File: src/rtl/updown_counter_param_pkg.sv
// -----------------------------------------------------------------------------
// updown_counter_param_pkg
//   Shared constants for the parametrised up/down counter family:
//   direction encoding of the up input, encoding of the SATURATE parameter,
//   and a helper that sizes the prescaler phase register.
// -----------------------------------------------------------------------------
package updown_counter_param_pkg;

    // Direction encoding of the up input
    localparam logic DIR_UP   = 1'b1;
    localparam logic DIR_DOWN = 1'b0;

    // SATURATE parameter encoding
    localparam int MODE_WRAP = 0;
    localparam int MODE_SAT  = 1;

    // Phase register width: max(1, clog2(prescale))
    function automatic int phaseWidth(input int prescale);
        return (prescale <= 2) ? 1 : $clog2(prescale);
    endfunction

endpackage

File: src/rtl/updown_counter_param_prescale_tick.sv
// -----------------------------------------------------------------------------
// prescale_tick
//   Divides enabled cycles by PRESCALE. tick is high on the enabled cycle in
//   which the phase reaches PRESCALE-1; the phase then wraps to 0. The phase
//   only moves on enabled cycles and is forced to 0 by sync_zero.
//   Ports:
//     i_clk        clock, rising edge
//     i_rst        asynchronous reset, active-high
//     i_en         count enable, advances the phase
//     i_sync_zero  synchronous phase clear (driven by clear | load)
//     o_tick       one step permitted this cycle
// -----------------------------------------------------------------------------
module prescale_tick
    import updown_counter_param_pkg::*;
#(
    parameter int PRESCALE = 1
) (
    input  logic i_clk,
    input  logic i_rst,
    input  logic i_en,
    input  logic i_sync_zero,
    output logic o_tick
);

    localparam int PW = phaseWidth(PRESCALE);
    localparam logic [PW-1:0] LAST_PHASE = PW'(PRESCALE - 1);

    logic [PW-1:0] r_phase;
    logic          w_atLast;

    // With PRESCALE=1 LAST_PHASE is 0, so the phase never leaves 0 and tick follows en
    assign w_atLast = (r_phase == LAST_PHASE);
    assign o_tick   = i_en & w_atLast;

    always_ff @(posedge i_clk or posedge i_rst) begin
        if (i_rst) begin
            r_phase <= '0;
        end else if (i_sync_zero) begin
            r_phase <= '0;
        end else if (i_en) begin
            r_phase <= w_atLast ? '0 : r_phase + 1'b1;
        end
    end

endmodule

File: src/rtl/updown_counter_param.sv
// -----------------------------------------------------------------------------
// updown_counter_param
//   Parametrised up/down counter with wrap or saturate at the boundary,
//   prescaled enable, parallel load, synchronous clear, a registered
//   terminal-count pulse and a sticky overflow/underflow flag.
//   Ports:
//     i_clk       clock, rising edge
//     i_rst       asynchronous reset, active-high
//     i_en        count enable (prescaler advances only while high)
//     i_up        direction: 1 = increment, 0 = decrement
//     i_clr       synchronous clear (highest priority)
//     i_load      synchronous parallel load
//     i_load_val  value to load, clamped to MAX_VAL
//     o_count     registered count
//     o_tc        registered one-cycle terminal-count pulse
//     o_ovf       registered sticky overflow/underflow flag
//     o_zero      count == 0
// -----------------------------------------------------------------------------
module updown_counter_param
    import updown_counter_param_pkg::*;
#(
    parameter int          WIDTH    = 8,
    parameter int unsigned MAX_VAL  = (2 ** WIDTH) - 1,
    parameter int          SATURATE = 0,
    parameter int          PRESCALE = 1
) (
    input  logic             i_clk,
    input  logic             i_rst,
    input  logic             i_en,
    input  logic             i_up,
    input  logic             i_clr,
    input  logic             i_load,
    input  logic [WIDTH-1:0] i_load_val,
    output logic [WIDTH-1:0] o_count,
    output logic             o_tc,
    output logic             o_ovf,
    output logic             o_zero
);

    localparam logic [WIDTH-1:0] MAX_V = WIDTH'(MAX_VAL);

    // Value taken by a step that runs into the boundary
    localparam logic [WIDTH-1:0] UP_BOUND_VAL   = (SATURATE == MODE_WRAP) ? '0 : MAX_V;
    localparam logic [WIDTH-1:0] DOWN_BOUND_VAL = (SATURATE == MODE_SAT)  ? '0 : MAX_V;

    logic [WIDTH-1:0] r_count;
    logic             r_tc;
    logic             r_ovf;

    logic             w_tick;
    logic             w_step;
    logic [WIDTH-1:0] w_countNext;
    logic             w_tcNext;
    logic             w_ovfNext;

    prescale_tick #(
        .PRESCALE (PRESCALE)
    ) u_prescale (
        .i_clk       (i_clk),
        .i_rst       (i_rst),
        .i_en        (i_en),
        .i_sync_zero (i_clr | i_load),
        .o_tick      (w_tick)
    );

    assign w_step = i_en & w_tick;

    // Next-state mux, priority clr > load > step > hold.
    // Out-of-range counts (above MAX_VAL) are treated as the upper boundary
    // on an up-step and pulled back to MAX_VAL on a down-step.
    always_comb begin
        w_countNext = r_count;
        w_tcNext    = 1'b0;
        w_ovfNext   = r_ovf;
        if (i_clr) begin
            w_countNext = '0;
            w_ovfNext   = 1'b0;
        end else if (i_load) begin
            w_countNext = (i_load_val > MAX_V) ? MAX_V : i_load_val;
        end else if (w_step) begin
            case (i_up)
                DIR_UP: begin
                    if (r_count >= MAX_V) begin
                        w_countNext = UP_BOUND_VAL;
                        w_tcNext    = 1'b1;
                        w_ovfNext   = 1'b1;
                    end else begin
                        w_countNext = r_count + 1'b1;
                    end
                end
                DIR_DOWN: begin
                    if (r_count > MAX_V) begin
                        w_countNext = MAX_V;
                    end else if (r_count == '0) begin
                        w_countNext = DOWN_BOUND_VAL;
                        w_tcNext    = 1'b1;
                        w_ovfNext   = 1'b1;
                    end else begin
                        w_countNext = r_count - 1'b1;
                    end
                end
                default: begin
                    w_countNext = r_count;
                end
            endcase
        end
    end

    always_ff @(posedge i_clk or posedge i_rst) begin
        if (i_rst) begin
            r_count <= '0;
            r_tc    <= 1'b0;
            r_ovf   <= 1'b0;
        end else begin
            r_count <= w_countNext;
            r_tc    <= w_tcNext;
            r_ovf   <= w_ovfNext;
        end
    end

    assign o_count = r_count;
    assign o_tc    = r_tc;
    assign o_ovf   = r_ovf;
    assign o_zero  = (r_count == '0);

endmodule

File: config.mk
export PLATFORM = sky130hd
export DESIGN_NAME = updown_counter_param
export DESIGN_NICKNAME = d
export VERILOG_FILES = /design/src/rtl/updown_counter_param_pkg.sv /design/src/rtl/updown_counter_param_prescale_tick.sv /design/src/rtl/updown_counter_param.sv
export SDC_FILE = /design/constraint.sdc
export NUM_CORES = 1
export LEC_CHECK = 0
export ABC_CLOCK_PERIOD_IN_PS = 2000
export BUFFER_PORTS_ARGS = -buffer_cell sky130_fd_sc_hd__buf_4
export CAP_MARGIN = 30
export CORE_AREA = 2 2 48 50
export DETAILED_ROUTE_END_ITERATION = 6
export DIE_AREA = 0 0 50 52
export HOLD_SLACK_MARGIN = 0.05
export PLACE_DENSITY = 0.82
export SYNTH_ARGS = -nofsm -noshare
export SYNTH_HDL_FRONTEND = slang
export SYNTH_SLANG_ARGS = --single-unit
File: constraint.sdc
create_clock -name i_clk -period 2 [get_ports i_clk]
set_clock_uncertainty 0.15 [all_clocks]
set_input_delay 0.1 -clock i_clk [delete_from_list [all_inputs] [get_ports i_clk]]
set_output_delay 0.1 -clock i_clk [all_outputs]
set_load 0.02 [all_outputs]
# After elaboration in Yosys (flattened, before gate mapping)
# Cells that the tools add are included.
[totals]
ff_bits = 11
out_inout_bits = 11
word_cells = 49
[op_classes]
add_sub_neg = 3
magnitude_cmp = 3
n_eq_ne = 4
n_mux = 25
bitwise_logic = 5
n_reduce_logical = 5
[ops]
columns = ["operator", "n"]
rows = [
  ["8-bit two-way mux", 7],
  ["8-bit greater-than comparator, second input constant", 2],
  ["8-bit case mux with 2 select lines", 1],
  ["1-bit two-way mux", 15],
  ["8-bit by 1-bit adder with 8-bit output, second input constant", 1],
  ["8-bit greater-or-equal comparator, second input constant", 1],
  ["8-bit zero test", 1],
  ["8-bit by 1-bit subtractor with 8-bit output, second input constant", 1],
  ["3-bit inequality test, second input constant", 2],
  ["5-bit AND reduction", 1],
  ["1-bit case mux with 2 select lines", 2],
  ["2-bit nonzero test", 2],
  ["3-bit by 1-bit inequality test with 1-bit output, second input constant", 1],
  ["3-bit nonzero test", 1],
  ["1-bit AND", 2],
  ["2-bit inequality test, second input constant", 1],
  ["1-bit NOT", 2],
  ["1-bit adder, second input constant", 1],
  ["1-bit OR", 1],
]

# Logic depth before layout (Yosys ltp)
# Gate-level depths: netlist of run 1.
[logic_depth]
ltp_word = 7
ltp_mapped = 7
depth_no_buf = 6

# Modules after synthesis
# From an unflattened synthesis of run 1, not the netlist that was laid out.
[unflattened]
cells_unflattened = 114
hier_area_um2 = 903.4
[modules_own_cells]
columns = ["mod", "n_inst", "cells_per_inst", "area_per_inst_um2", "seq_area_each_um2"]
rows = [
  ["updown_counter_param", 1, 113, 895.9, 250.2],
  ["prescale_tick", 1, 1, 7.5, 0.0],
]

# Least setup slack after synthesis of run 1
# OpenSTA, ideal clock, no wires.
[synth_path]
path_type = "reg2reg"
startpoint = "register r_count[0] (netlist: o_count[0])"
endpoint = "register r_count[3] (netlist: o_count[3])"
t_arrival_ns = 1.916
required_time_ns = 1.776
path_slack_ns = -0.141
path_stages_with_launch = 8
n_path_buf = 1
synth_period_minus_slack_ns = 2.141
cell_sequence = "dfrtp_1 inv_1 ha_1 or4b_1 buf_2 o21a_1 a221o_1 a21oi_2"
[synth_via]
elab_chain_cells = 7
word_cells_on_any_way = 12
[synth_lines]
columns = ["element", "line", "source"]
rows = [
  ["from (decl)", "updown_counter_param.sv:46", "logic [WIDTH-1:0] r_count;"],
  ["from (signal assigned)", "updown_counter_param.sv:115", "r_count <= w_countNext;"],
  ["8-bit by 1-bit subtractor with 8-bit output / 8-bit zero test (equally long branches)", "updown_counter_param.sv:99, updown_counter_param.sv:94", ""],
  ["8-bit two-way mux", "updown_counter_param.sv:94", "end else if (r_count == '0) begin"],
  ["8-bit two-way mux", "updown_counter_param.sv:92", "if (r_count > MAX_V) begin"],
  ["8-bit case mux with 2 select lines *", "updown_counter_param.sv:81", "case (i_up)"],
  ["8-bit two-way mux *", "updown_counter_param.sv:80", "end else if (w_step) begin"],
  ["8-bit two-way mux *", "updown_counter_param.sv:78", "end else if (i_load) begin"],
  ["8-bit two-way mux *", "updown_counter_param.sv:75", "if (i_clr) begin"],
]
# Mark *: on every way between the ends. The rest lies on a longest branch, timed or not. The select of a mux whose other input is x is not followed.
# A chain may end at the register's enable or synchronous reset.

# Worst setup path in the final report of run 1
# Ends and elaborated chain as after synthesis.

==> results.md, run 1 <==
- The highest attainable clock frequency is 497 MHz.
- The congestion estimate from routability-driven global placement came to between 0.9 and 1.
- The clock reaches the later pin of the worst-skew pair after between 0.2 and 0.3 ns.
- The number of hold violations in the final report is 0.
- In this run the deepest clock path goes through 2 buffers.
- In the final layout, the multi-input gates occupy 619 um2.
- The internal power contribution is 0.000440 W.
- The number of flops mapped to enable cells by yosys is 0.
- The max-capacitance violation count is 0.
- The number of antenna diodes is 0.
- For this block, the routed nets add up to 3080 um of wire.
- The total power consumption of the routed design is ~0.0007 W.
- The critical path is of the register to register type.
- Global routing finished with a remaining overflow of 0.
- TritonCTS created 3 clock buffers.
- The initial utilization of the core area, before any placement, comes to between 40 and 50%.
- The highest fanout seen on the critical path is 6.
- The synthesis warning total is 0.
- Of the cells placed in the final design, the portion with a size suffix greater than 1 is 35.3%.
- The growth of design area from synthesis to finish is 49.3%.
- Once layout is complete, the cells apart from fillers number 181.
- STA classifies the critical path startpoint as a register.
- The required time reported for the critical path endpoint is 2.07 ns.
- The type of the worst min-delay path is primary input to register.
- The wire length of the first global-routing pass is 4820 um.
- For the pin with the worst max-slew slack, the measured transition is 0.459 ns.
- For this design the static power due to leakage is 0.557 nW.
- The number of global-route vias before repair is 1,014.
- The flow ran to the end, but the final reports show violations.
- The remaining routing DRC violations is 0.
- In this run the clock root is driven by a clkbuf_4.
- For this design the total switching power over the nets is 0.000262 W.
- The H-tree level count is 1.
- The clock transition at the registers of the reported paths is ~0.08 ns.
- The fraction of power spent switching nets is 37.3%.
- The final reports fail on setup timing.
- The max-slew violation count came to 0.
- The violation count after the first detailed-routing iteration is 58.
- Power spread over the standard cell area amounts to 527 nW/um2.
- The most frequently used flop master after synthesis is dfrtp_1.
- The max-slew headroom at the worst pin is between 60% and 70%.
- For this run, asynchronously set or reset flops after synthesis account for 100%.
- Counting tap cells, the placed design contains a total of 166 instances.
- The filler cells instantiated in the layout total between 150 and 200.
- The CTS sink count is 10.
- The number of antenna violations at the first check in global routing is 0.
- The ratio of final minimum period to clock period is 101%.
- Synthesis instantiated 36 different standard cells from the library.
- The number of cells on the worst reg-to-reg path is 6.
- The worst setup path is captured at a register.
- The die height is 52 um.
- The routed layout has 1,137 vias.
- Entering global routing, the biggest net connects 18 pins.
- By area the synthesized netlist is led by dfrtp_1, nor3b_1, a21oi_1, ha_1, nor3_1.
- The first-pass iteration count of the detailed router is 7.
- The commonest cells after synthesis are a21oi_1, dfrtp_1, clkbuf_1.
- IR analysis of the VDD net gives a maximum drop of between 0.3 and 0.4 mV.
- The combinational cell fraction of total power is 45.2%.
- TritonCTS built the clock tree.
- After synthesis the cells add up to between 800 and 900 um2.
- Registers take around 250 um2.
- Sequential cells burn 32.1% of the power.
- The number of cell rows is 17.
- The top cell type's share of synthesized area is 28.0%.
- Setup repair after global routing could not meet its margin everywhere.
- The area inside the core boundary is 2110 um2.
- The final setup slack of the worst path is -0.0112 ns.
- Once detail routing completed, the nets flagged for antenna violations numbered 0.
- In the final routed layout, each cell accounts on average for 17.0 um.
- The mean area per synthesized cell is 7.91 um2.
- The worst hold path was traced through 3 stages.
- The synthesis-stage register bit count is 10.
- The quantity of I/O buffers inserted on ports is 24.
- The final HPWL from detailed placement is about 2000 um.
- The count of nets after finishing is 171.
- Per report_power, the clock group accounts for 22.6% of the total.
- The routed design could run at a clock period as short as 2.01 ns.
- The largest area contributor in the netlist is dfrtp_1.
- The proportion of synthesized chip area in sequential cells is 28.0%.
- STA puts the critical path data arrival time at 2.08 ns.
- The detail-routed via count per cell is 6.28.
- For this design the top-level I/O count stands at 25.
- The overall track demand over capacity in global routing is 24.8%.
- The number of setup violations in the final report is 1.
- The die covers 2600 um2.
- The number of nets handed over by synthesis was 130.
- The die is 50 um wide.
- The count of mapped cells out of synthesis is 113.
[power groups by stage]
stage          combinational, W  clock (W)  sequential (W)
4_1_cts                0.000291   0.000160        0.000225
2_1_floorplan          0.000144          0        0.000252
5_1_grt                0.000339   0.000173        0.000227
6_report               0.000318   0.000159        0.000226
3_5_place_dp           0.000270          0        0.000229
3_3_place_gp           0.000260          0        0.000228
[stage by stage]
stage          util, %  worst slack, ns  area [um2]  hold slack [ns]  TNS, ns
2_1_floorplan        -          -0.0613         896           -0.210  -0.0613
3_3_place_gp      54.9           0.0486        1160          -0.0400        0
3_5_place_dp      54.9          -0.0275        1160          -0.0277  -0.0357
4_1_cts           61.3           0.0235        1290           0.0526        0
5_1_grt           63.3          -0.0573        1330           0.0702  -0.0573
6_report          63.3          -0.0112        1330           0.0526  -0.0112
[worst max-delay path: stages (launching register included)]
cell	delay, ns
dfrtp_2	0.41
inv_2	0.09
ha_4	0.14
or4b_4	0.52
o21a_1	0.21
a221o_1	0.32
a21oi_2	0.11
[layout make-up]
| cell class | instances | share of cell area (%) |
|---|---|---|
| clock buffers | 4 | 1.97 |
| well taps | 28 | 2.63 |
| inverters | 6 | 1.69 |
| multi-input cells | 86 | 46.4 |
| repair buffers | 47 | 28.3 |
| flip-flops and latches | 10 | 18.9 |
[kinds of logic after synthesis]
kind of cell               Yosys count  share of synthesized area [%]
muxes                                1                           1.12
xor gates and xnor gates             6                           5.88
and+or+nand+nor                     43                           28.3
DFF                                 10                           28.0
AOI/OAI and AO/OA                   33                           24.9
adders and majority gates            3                           4.20
buffers and inverters               17                           7.56
[layout by cell type (no fill, tap or decap), drive strengths merged, types with 4 or more instances in the layout]
| cell | n |
|---|---|
| nor3b | 7 |
| nor2 | 6 |
| buf | 37 |
| dlygate4sd3 | 10 |
| nand2 | 4 |
| nor3 | 7 |
| clkbuf | 4 |
| dfrtp | 10 |
| a21oi | 11 |
| inv | 6 |
| nand4 | 5 |
| o21ai | 6 |
[what timing repair did]
action | in CTS | in global routing
pin swaps | 0 | 2
endpoints found under the hold margin | 18 | 0
hold buffers | 10 | 0
buffers inserted | 0 | 1
gates resized for setup | 2 | 7
endpoints found under the setup margin | 4 | 7
[registers in the layout, summed over array words and instances (netlist names)]
signal   count
o_count      8
o_ovf        1
o_tc         1
[final timing paths]
kind / start / endpoint / slack (ns)
max in group asynchronous: i_rst / o_count[1]$_DFFE_PP0P_ / 1.17
min in group asynchronous: i_rst / o_count[5]$_DFFE_PP0P_ / 0.22
min: i_load / o_count[2]$_DFFE_PP0P_ / 0.05
min reg2reg: o_ovf$_DFFE_PP0P_ / o_ovf$_DFFE_PP0P_ / 0.37
max: o_count[0]$_DFFE_PP0P_ / o_count[3]$_DFFE_PP0P_ / -0.01
max reg2reg: o_count[0]$_DFFE_PP0P_ / o_count[3]$_DFFE_PP0P_ / -0.01
[metal layers]
metal,GRT usage [%],vias up,wire length [um]
met4,15.7,0,178
met1,30.7,529,1160
met5,0,-,0
li1,-,507,-
met3,2.30,23,299
met2,41.4,78,1450
Note: power is estimated with default switching activity, not from simulation.
==> run 2: changes to the inputs <==
--- a/config.mk
+++ b/config.mk
@@ -13,6 +13,7 @@
 export DIE_AREA = 0 0 50 52
 export HOLD_SLACK_MARGIN = 0.05
 export PLACE_DENSITY = 0.82
+export SKIP_CTS_REPAIR_TIMING = 1
 export SYNTH_ARGS = -nofsm -noshare
 export SYNTH_HDL_FRONTEND = slang
 export SYNTH_SLANG_ARGS = --single-unit
==> run 2 against run 1 <==
  * The flow still finishes with violations (setup timing)
  * First-iteration DRC count shrank 45%
  * Fmax is 1.0% lower
  * Final area decreased by 2.3%
  * Die area unchanged
  * Sequential share of layout area rose by 0.44 points
  * Non-clock buffer count down 2
  * Core utilization fell by 1.4 points
  * Sequential power about the same
  * Clock-buffer cell count unchanged
  * Register-to-register slack worse by 0.02 ns
  * Power fell by 1.8%
  * Critical path depth unchanged
  * Critical path type unchanged
==> results.md, run 2 (synthesis gave the netlist of run 1 again) <==
- Run status: finished, violations left (unchanged).
- Violated checks: setup timing (unchanged).
- The number of antenna diodes is 0 (unchanged).
- The kind of capture point of the worst setup path is a register (unchanged).
- The total routed wirelength came to 2900 um (was 3080 um).
- The ratio of final minimum period to clock period is 102% (was 101%).
- The post-placement cell area is 1160 um2 (unchanged).
- The number of global-route vias before repair was 993 (was 1,014).
- The count of nets after finishing is 169 (was 171).
- The clock tree buffer depth was 2 (unchanged).
- The max-slew violation count is 0 (unchanged).
- The final standard cell area without fillers is 1300 um2 (was 1330 um2).
- The ratio of cells with drive above 1 in the final layout was 34.4% (was 35.3%).
- The library cell used as clock root buffer is clkbuf_4 (unchanged).
- The final estimated routing congestion in global placement is 0.962 (unchanged).
- The die height is 52 um (unchanged).
- The number of antenna violations at the first check in global routing is 0 (unchanged).
- The routed length per placed instance came to 16.2 um (was 17.0 um).
- The combinational cell fraction of total power was 44.2% (was 45.2%).
- The sequential group share of total power is 32.7% (was 32.1%).
- The flip-flop count of the largest register after layout came to 8 (unchanged).
- RSZ-0062 raised after global routing: true (unchanged).
- The max-capacitance violation count came to 0 (unchanged).
- The clock transition at the registers of the reported paths is 0.08 ns (about the same).
- The clock insertion delay at the later pin of the skew report is 0.28 ns (about the same).
- The final setup slack of the worst path is -0.0323 ns (was -0.0112 ns).
- The I/O pin count is 25 (unchanged).
- The maximum number of pins on one net before global-route repair came to 18 (unchanged).
- The reg-to-reg setup timing slack is -0.03 ns (was -0.01 ns).
- The internal power contribution is 0.000434 W (was 0.000440 W).
- The remaining routing DRC violations is 0 (unchanged).
- The TritonCTS clock tree is done (unchanged).
- The launch point of the critical path is o_count[0]$_DFFE_PP0P_ (unchanged).
- The number of cell rows is 17 (unchanged).
- The highest attainable clock frequency was 492 MHz (was 497 MHz).
- The start point of the worst min-delay path is i_load_val[5] (was i_load).
- The area inside the core boundary is 2110 um2 (unchanged).
- The die width is 50 um (unchanged).
- The initial standard-cell utilization of the core is 42.4% (unchanged).
- The growth of design area from synthesis to finish was 45.9% (was 49.3%).
- The final hold slack is 0.0139 ns (was 0.0526 ns).
- The number of setup violations in the final report is 1 (unchanged).
- The capturing element of the worst setup path is o_count[3]$_DFFE_PP0P_ (unchanged).
- The required time reported for the critical path endpoint is 2.07 ns (about the same).
- The signal arrival time at the worst endpoint is 2.10 ns (was 2.08 ns).
- The type of origin of the critical path is a register (unchanged).
- The power density normalized to cell area is 530 nW/um2 (was 527 nW/um2).
- The violation count after the first detailed-routing iteration came to 32 (was 58).
- The wire length of the first global-routing pass is 4520 um (was 4820 um).
- The type of the worst min-delay path is primary input to register (unchanged).
- The final global-route overflow total is 0 (unchanged).
- The H-tree level count is 1 (unchanged).
- The floorplan die area was 2600 um2 (unchanged).
- The quantity of I/O buffers inserted on ports is 24 (unchanged).
- The utilization after layout is 61.9% (was 63.3%).
- The worst-margin pin slew is 0.474 ns (was 0.459 ns).
- The CTS sink count is 10 (unchanged).
- The detail-routed via count per cell is 6.11 (was 6.28).
- The worst slack at placement came to -0.0275 ns (unchanged).
- The number of hold violations in the final report is 0 (unchanged).
- The maximum resistive drop on vdd is 0.332 mV (was 0.336 mV).
- The total net switching power was 0.000257 W (was 0.000262 W).
- The worst flop-to-flop path startpoint is o_count[0]$_DFFE_PP0P_ (unchanged).
- The via total after detailed routing came to 1,093 (was 1,137).
- The leakage component of the power is 0.547 nW (was 0.557 nW).
- The total CTS buffers is 3 (unchanged).
- The max-slew headroom at the worst pin is 68.0% (was 69.0%).
- The final period demand of the worst path came to 2.03 ns (was 2.01 ns).
- The most common cell after layout, fill and taps aside is buf_4 (unchanged).
- The fraction of power spent switching nets is 37.2% (was 37.3%).
- The overall track demand over capacity in global routing is 23.1% (was 24.8%).
- The final-layout setup total negative slack is -0.0323 ns (was -0.0112 ns).
- The reg-to-reg endpoint is o_count[3]$_DFFE_PP0P_ (unchanged).
- The critical setup path kind is register to register (unchanged).
- The highest fanout seen on the critical path was 6 (unchanged).
- The final HPWL from detailed placement is 1980 um (unchanged).
- The first-pass iteration count of the detailed router came to 5 (was 7).
- The number of cells on the worst reg-to-reg path was 6 (unchanged).
- The clock share of power is 23.2% (was 22.6%).
- The post-detailed-route count of antenna-violating nets is 0 (unchanged).
- Most frequent cells in the layout: buf_4, a21oi_1, dlygate4sd3_1 (unchanged).
[run 2: changes by cell type in the layout (fill, tap and decap cells not counted), sizes merged]
cell and change:
dlygate4sd3 -1, buf -1
[run 2: how the worst min path moves through the flow]
| stage | to | slack [ns] | depth (start not counted) |
|---|---|---|---|
| 2_1_floorplan | o_count[2]$_DFFE_PP0P_ | -0.21 | 1 |
| 3_3_place_gp | o_tc$_DFF_PP0_ | -0.04 | 2 |
| 3_5_place_dp | o_ovf$_DFFE_PP0P_ | -0.03 | 2 |
| 4_1_cts | o_count[3]$_DFFE_PP0P_ | -0.33 | 2 |
| 5_1_grt | o_count[5]$_DFFE_PP0P_ | 0.05 | 3 |
| 6_report | o_count[5]$_DFFE_PP0P_ | 0.01 | 3 |
[run 2: worst max-delay path, stage by stage, from the launching register on]
cell     delay, ns
dfrtp_2       0.41
inv_2         0.06
ha_1          0.19
or4b_4        0.54
o21a_1        0.19
a221o_1       0.32
a21oi_2       0.11
[run 2: through the flow]
step                power (W)  std cells
floorplan            0.000396        113
global placement     0.000488        166
detailed placement   0.000498        166
CTS                  0.000655        170
global route         0.000729        179
finish               0.000690        179
[run 2: per-layer routing]
metal  vias to the layer above  share of wire [%]  GRT usage [%]
met1                       510                 39           28.6
met5                         -                  0              0
met4                         0                3.2           15.7
met3                        13                8.3           3.45
met2                        68                 49           37.1
li1                        502                  -              -
[run 2: layout make-up]
| type | instances | area [um2] |
|---|---|---|
| Clock buffer | 4 | 26.3 |
| Sequential cell | 10 | 253 |
| Multi-Input combinational cell | 86 | 607 |
| Fill cell | 174 | 802 |
| Inverter | 6 | 22.5 |
| Timing Repair Buffer | 45 | 360 |
| Tap cell | 28 | 35.0 |
[run 2: power groups by stage]
stage | clock (W) | combinational (W) | sequential, W
detailed placement | 0 | 0.000270 | 0.000229
finish | 0.000160 | 0.000305 | 0.000226
floorplan | 0 | 0.000144 | 0.000252
global route | 0.000173 | 0.000330 | 0.000227
CTS | 0.000160 | 0.000271 | 0.000225
global placement | 0 | 0.000260 | 0.000228
